--- src/rtl/riscv_defs.sv ---
// Shared RV32I definitions for the memory stage: widths, funct3 encodings
// of loads/stores and the load/store unit state encoding.
package riscv_defs;

  localparam int NB_ADDR = 32;
  localparam int NB_WORD = 32;

  typedef enum logic [2:0] {
    LB  = 3'b000,
    LH  = 3'b001,
    LW  = 3'b010,
    LBU = 3'b100,
    LHU = 3'b101
  } lsu_funct3_t;

  // Stores share their encodings with the signed loads.
  localparam lsu_funct3_t SB = LB;
  localparam lsu_funct3_t SH = LH;
  localparam lsu_funct3_t SW = LW;

  typedef enum logic [1:0] {
    IDLE     = 2'd0,
    RD_ISSUE = 2'd1,
    RD_DATA  = 2'd2,
    WR_ISSUE = 2'd3
  } lsu_state_t;

  // True when funct3 names a real RV32I load (we=0) or store (we=1).
  function automatic logic lsu_funct3_legal(input logic we, input logic [2:0] f3);
    logic ok;
    ok = 1'b0;
    if (we) begin
      ok = (f3 == SB) || (f3 == SH) || (f3 == SW);
    end else begin
      ok = (f3 == LB) || (f3 == LH) || (f3 == LW) || (f3 == LBU) || (f3 == LHU);
    end
    return ok;
  endfunction

endpackage

--- src/rtl/load_store_unit_lane_align.sv ---
// Byte/halfword lane handling: load extraction with sign/zero extension and
// the merge of store data into a read word for sub-word stores.
module lsu_lane_align
  import riscv_defs::*;
#(
  parameter int NB_WORD = riscv_defs::NB_WORD
) (
  input  logic [2:0]         funct3_i,
  input  logic [1:0]         off_i,
  input  logic [NB_WORD-1:0] rd_word_i,
  input  logic [NB_WORD-1:0] wdata_i,
  output logic [NB_WORD-1:0] load_data_o,
  output logic [NB_WORD-1:0] merged_o
);

  logic [7:0]  byte_sel;
  logic [15:0] half_sel;

  // Pick the addressed lane and extend it to a full word for loads.
  always_comb begin
    byte_sel    = rd_word_i[{off_i, 3'b000} +: 8];
    half_sel    = rd_word_i[{off_i[1], 4'b0000} +: 16];
    load_data_o = '0;
    case (lsu_funct3_t'(funct3_i))
      LB:      load_data_o = {{(NB_WORD-8){byte_sel[7]}}, byte_sel};
      LH:      load_data_o = {{(NB_WORD-16){half_sel[15]}}, half_sel};
      LW:      load_data_o = rd_word_i;
      LBU:     load_data_o = {{(NB_WORD-8){1'b0}}, byte_sel};
      LHU:     load_data_o = {{(NB_WORD-16){1'b0}}, half_sel};
      default: load_data_o = '0;
    endcase
  end

  // Overlay the low store bits onto the addressed lane of the read word.
  always_comb begin
    merged_o = rd_word_i;
    case (funct3_i[1:0])
      2'b00:   merged_o[{off_i, 3'b000} +: 8]     = wdata_i[7:0];
      2'b01:   merged_o[{off_i[1], 4'b0000} +: 16] = wdata_i[15:0];
      default: merged_o = wdata_i;
    endcase
  end

endmodule

--- src/rtl/load_store_unit.sv ---
// Memory-stage load/store unit: one request at a time onto a word-wide data
// memory without byte enables; sub-word stores use read-modify-write.
module load_store_unit
  import riscv_defs::*;
#(
  parameter int NB_ADDR = riscv_defs::NB_ADDR,
  parameter int NB_WORD = riscv_defs::NB_WORD
) (
  input  logic               i_clock,
  input  logic               i_reset,
  input  logic               i_req_valid,
  input  logic               i_req_we,
  input  logic [2:0]         i_req_funct3,
  input  logic [NB_ADDR-1:0] i_req_addr,
  input  logic [NB_WORD-1:0] i_req_wdata,
  output logic               o_busy,
  output logic               o_rsp_valid,
  output logic [NB_WORD-1:0] o_rsp_rdata,
  output logic               o_fault,
  output logic [NB_ADDR-1:0] o_dmem_address,
  output logic [NB_WORD-1:0] o_dmem_wr_data,
  output logic               o_dmem_wr_enable,
  input  logic [NB_WORD-1:0] i_dmem_rd_data
);

  lsu_state_t         state_q, state_d;
  logic               fault_q, fault_d;
  logic               req_fault;
  logic               accept_ok;
  logic               we_q;
  logic [2:0]         funct3_q;
  logic [1:0]         off_q;
  logic [NB_WORD-1:0] wdata_q;
  logic [NB_ADDR-1:0] addr_q;
  logic [NB_WORD-1:0] wr_data_q;
  logic [NB_WORD-1:0] load_data;
  logic [NB_WORD-1:0] merged;

  // Illegal funct3 or an access not aligned to its own size faults.
  always_comb begin
    req_fault = !lsu_funct3_legal(i_req_we, i_req_funct3);
    if ((i_req_funct3[1:0] == 2'b01) && i_req_addr[0]) req_fault = 1'b1;
    if ((i_req_funct3[1:0] == 2'b10) && (i_req_addr[1:0] != 2'b00)) req_fault = 1'b1;
  end

  assign accept_ok = (state_q == IDLE) && i_req_valid && !req_fault;

  // Next-state: loads and sub-word stores read first, SW writes directly.
  always_comb begin
    state_d = state_q;
    fault_d = 1'b0;
    case (state_q)
      IDLE: begin
        if (i_req_valid) begin
          if (req_fault)                          fault_d = 1'b1;
          else if (i_req_we && (i_req_funct3 == SW)) state_d = WR_ISSUE;
          else                                    state_d = RD_ISSUE;
        end
      end
      RD_ISSUE: state_d = RD_DATA;
      RD_DATA:  state_d = we_q ? WR_ISSUE : IDLE;
      WR_ISSUE: state_d = IDLE;
      default:  state_d = IDLE;
    endcase
  end

  // State register and fault pulse; reset drops any pending write.
  always_ff @(posedge i_clock) begin
    if (i_reset) begin
      state_q <= IDLE;
      fault_q <= 1'b0;
    end else begin
      state_q <= state_d;
      fault_q <= fault_d;
    end
  end

  // Request latch, held memory address and write-data register.
  always_ff @(posedge i_clock) begin
    if (i_reset) begin
      we_q      <= 1'b0;
      funct3_q  <= '0;
      off_q     <= '0;
      wdata_q   <= '0;
      addr_q    <= '0;
      wr_data_q <= '0;
    end else if (accept_ok) begin
      we_q     <= i_req_we;
      funct3_q <= i_req_funct3;
      off_q    <= i_req_addr[1:0];
      wdata_q  <= i_req_wdata;
      addr_q   <= {i_req_addr[NB_ADDR-1:2], 2'b00};
      if (i_req_we && (i_req_funct3 == SW)) wr_data_q <= i_req_wdata;
    end else if ((state_q == RD_DATA) && we_q) begin
      wr_data_q <= merged;
    end
  end

  lsu_lane_align #(
    .NB_WORD(NB_WORD)
  ) u_lane_align (
    .funct3_i   (funct3_q),
    .off_i      (off_q),
    .rd_word_i  (i_dmem_rd_data),
    .wdata_i    (wdata_q),
    .load_data_o(load_data),
    .merged_o   (merged)
  );

  assign o_busy           = (state_q != IDLE);
  assign o_fault          = fault_q;
  assign o_rsp_valid      = fault_q || ((state_q == RD_DATA) && !we_q) || (state_q == WR_ISSUE);
  assign o_rsp_rdata      = ((state_q == RD_DATA) && !we_q) ? load_data : '0;
  assign o_dmem_address   = addr_q;
  assign o_dmem_wr_data   = wr_data_q;
  assign o_dmem_wr_enable = (state_q == WR_ISSUE);

endmodule

--- config.mk ---
export PLATFORM = sky130hd
export DESIGN_NAME = load_store_unit
export DESIGN_NICKNAME = d
export VERILOG_FILES = /design/src/rtl/riscv_defs.sv /design/src/rtl/load_store_unit_lane_align.sv /design/src/rtl/load_store_unit.sv
export SDC_FILE = /design/constraint.sdc
export NUM_CORES = 1
export LEC_CHECK = 0
export BUFFER_PORTS_ARGS = -buffer_cell sky130_fd_sc_hd__buf_2
export CORE_ASPECT_RATIO = 1.2
export CORE_MARGIN = 5
export CORE_UTILIZATION = 50
export CTS_BUF_LIST = sky130_fd_sc_hd__clkbuf_16
export CTS_CLUSTER_SIZE = 14
export DETAILED_ROUTE_END_ITERATION = 7
export PLACE_DENSITY = 0.83
export SETUP_SLACK_MARGIN = 0.4
export SLEW_MARGIN = 30
export SYNTH_ARGS = -nofsm -noshare
export SYNTH_HDL_FRONTEND = slang
export SYNTH_SLANG_ARGS = --single-unit
--- constraint.sdc ---
create_clock -name i_clock -period 4.7 [get_ports i_clock]
set_input_delay 0.705 -clock i_clock [delete_from_list [all_inputs] [get_ports i_clock]]
set_output_delay 0.705 -clock i_clock [all_outputs]
set_load 0.005 [all_outputs]
==> run_results.csv <==
group,metric,value,unit
die,coreArea,10500,µm²
critical_path,cp-startpoint,"funct3_q[1]",
synth,synthArstFlopShare,0,%
grt,grt_pass1_wl,27400,µm
clock_network,tritoncts,"yes",
detailed_routing,wl,17400,µm
clock_network,clk_path_buf_depth,2,
grt,grt_overflow,0,
critical_path,r2r-end,"o_dmem_wr_data[21]",
synth,seq_area_frac_synth,38.5,%
synth,synth_area_leader_cell,"dfxtp_1",
critical_path,path_max_fanout,36,
synth,ys_seq_elements,103,
hold_path,min_path_type,"register to register",
critical_path,path_delay_family,"buffers and inverters",
synth,ys_types,48,
clock_network,numClockSinks,103,
critical_path,cp-end-kind,"primary output",
final_layout,area_growth_syn_to_layout,23.4,%
placement,io_buffers,200,
timing,slew_violations,0,
timing,hold_violations,0,
timing,period_minus_slack,3380,ps
synth,syn_area,5360,µm²
timing,tightest_slew,967,ps
timing,setup_tns,0,ps
critical_path,cp.arrival,2680,ps
synth,synth-main-ff-cell,"dfxtp_1",
clock_network,clkTransAtPathRegs,70,ps
synth,synth_common_cells,"nand2_1 (179), a21oi_1 (138), dfxtp_1 (103), clkbuf_1 (40), nor2_1 (27)",
synth,avgSynthCellArea,7.59,µm²
clock_network,numCtsBuffers,9,
final_layout,drive_gt1_share,27.9,%
synth,syn-instance-count,706,
die,die_y,123,µm
synth,synth_edf_count,0,
run_status,status,"finished, final reports clean",
critical_path,reg2reg_slack,1870,ps
timing,fmax,296,MHz
timing,fin_crit_sh,72.0,%
clock_network,clock_latency,350,ps
timing,final-setup-viol-count,0,
clock_network,cts_root_buf,"clkbuf_16",
critical_path,cpPeakStageDelay,720,ps
clock_network,cts_hold_buf,0,
synth,synthTopCellsByArea,"dfxtp_1 (38%), a21oi_1 (13%), nand2_1 (13%)",
placement,dpl.hpwl,12900,µm
critical_path,worstPathCellList,"inv_1, nor3_2, buf_4, a21o_1, a22oi_1, a21oi_1, buf_2",
die,initial_core_util,51.0,%
critical_path,cp.required,3990,ps
critical_path,worstRegToRegCells,7,
timing,finalHoldWorstSlack,452,ps
die,num_rows,41,
pwr,p_per_area,293,nW/µm²
pwr,p_leak,2.75,nW
critical_path,crit_buf_inv,3,
clock_network,post_cts_buffers,0,
clock_network,h-tree-depth,3,
job,max_cap_violations,0,
pwr,ir_drop,0.214,mV
timing,worst_clock_skew,9.84,ps
die,die_area,12900,µm²
hold_path,hold_path_end,"o_dmem_address[11]",
synth,yosysTopAreaCellShare,38.5,%
hold_path,whs_path_depth,2,
detailed_routing,first_iter_violations,524,
synth,yosysMostFrequentCell,"nand2_1",
hold_path,hold_start,"o_dmem_address[11]",
critical_path,cpMaxStageDelayCell,"dfxtp_2",
final_layout,antenna_cells,0,
die,num_io_pins,203,
grt,antenna_found_initial,2,
final_layout,final_nets,970,
critical_path,setup.worst_path.start_class,"register",
grt,grt_pass1_vias,5476,
timing,rsz0062_at_grt,"false",
detailed_routing,routedWlPerCell,17.5,µm
clock_network,post_cts_resize_count,0,
placement,gp_congestion,0.989,
grt,grt_usage,26.1,%
detailed_routing,firstDrtPassIters,7,
detailed_routing,antenna_left,0,
critical_path,worstSetupPathType,"register to primary output",
grt,grt_max_degree,58,
detailed_routing,vias_per_cell,5.81,
detailed_routing,num_vias,5788,
critical_path,reg2reg_from,"off_q[1]",
detailed_routing,drc,0,
synth,yosysWarnings,0,
die,die_w,105,µm
timing,slew_headroom,35.2,%
==> cells in the final DEF (no fill, tap or decap), types with 3 or more instances in the layout <==
cell	n
buf_2	199
nand2_1	179
a21oi_1	137
dfxtp_1	102
nor2_1	27
o21ai_1	20
a222oi_1	14
a221o_1	11
a21o_1	10
nand2b_1	10
a221oi_1	10
nand3_1	10
o221ai_1	10
clkbuf_16	9
buf_4	9
mux2_2	8
mux2i_1	8
a22oi_1	8
a2bb2oi_1	8
nor2b_1	7
a31o_1	5
o21ai_0	5
ha_1	5
inv_1	4
nor3_1	4
nor4b_1	4
or2_1	3
nor3b_1	3
and3b_1	3
==> per-layer routing <==
layer  global-route usage, %  vias to the layer above  part of all wire, %
met1                    31.7                     2600                   39
li1                        -                     2834                    -
met5                       0                        -                 0.16
met2                    42.0                      300                   46
met4                    12.6                        4                  3.5
met3                    8.20                       50                   11
==> kinds of logic (layout without fill, tap and decap cells) <==
family | after synthesis | count (layout) | synth area share, %
AO/OA/AOI/OAI | 252 | 252 | 30.0
AND/OR/NAND/NOR | 261 | 261 | 21.5
buffers and inverters | 68 | 228 | 5.65
adder cells (fa/ha/maj) | 5 | 5 | 1.17
other | 1 | 2 | 0.0699
flip-flops | 103 | 103 | 38.5
multiplexers | 16 | 16 | 3.17
==> cell type report <==
| type | count | area [µm²] |
|---|---|---|
| fill | 957 | 3900 |
| multi-input combinational | 536 | 3030 |
| sequential | 103 | 2060 |
| timing repair buffer | 208 | 1060 |
| clock buffer | 9 | 225 |
| tap | 129 | 161 |
| clock inverter | 7 | 56.3 |
| inverter | 4 | 15.0 |
==> stage by stage <==
step / utilization, % / setup slack (ps) / cells / cell area [µm²] / power (mW)
after global routing: 62.9 / 1120 / 996 / 6620 / 2.03
final: 62.9 / 1320 / 996 / 6620 / 1.94
after global placement: 60.1 / 1470 / 980 / 6320 / 1.25
after floorplan: - / 2280 / 707 / 5370 / 1.13
after CTS: 62.9 / 929 / 996 / 6610 / 1.95
after detailed placement: 60.2 / 1300 / 980 / 6330 / 1.25
==> report_power, final <==
part | switching (mW) | leakage, nW | internal, mW
Combinational | 0.180 | 1.78 | 0.124
Sequential | 0.0309 | 0.836 | 0.901
Clock | 0.338 | 0.132 | 0.365
==> worst register-to-register path: cells and delay by family (launching register included) <==
| kind | cells | cell delay (ps) |
|---|---|---|
| AO/OA/AOI/OAI | 4 | 990 |
| adder cells (fa/ha/maj) | 1 | 410 |
| buffers and inverters | 1 | 260 |
| flip-flops | 1 | 900 |
| AND/OR/NAND/NOR | 1 | 160 |
==> worst max-delay path by stage <==
stage / endpoint / slack (ps) / depth (start not counted)
2_1_floorplan: o_rsp_rdata[6] / 2280 / 6
3_5_place_dp: o_rsp_rdata[7] / 1300 / 7
3_3_place_gp: o_rsp_rdata[8] / 1470 / 7
5_1_grt: o_rsp_rdata[12] / 1120 / 7
6_report: o_rsp_rdata[7] / 1320 / 7
4_1_cts: o_rsp_rdata[7] / 930 / 7
==> registers in the layout, indices dropped and copies added (netlist names) <==
register / cells
funct3_q: 3
o_dmem_address: 30
o_dmem_wr_data: 32
o_fault: 1
off_q: 2
state_q: 2
wdata_q: 32
we_q: 1
(Power assumes the default switching activity.)
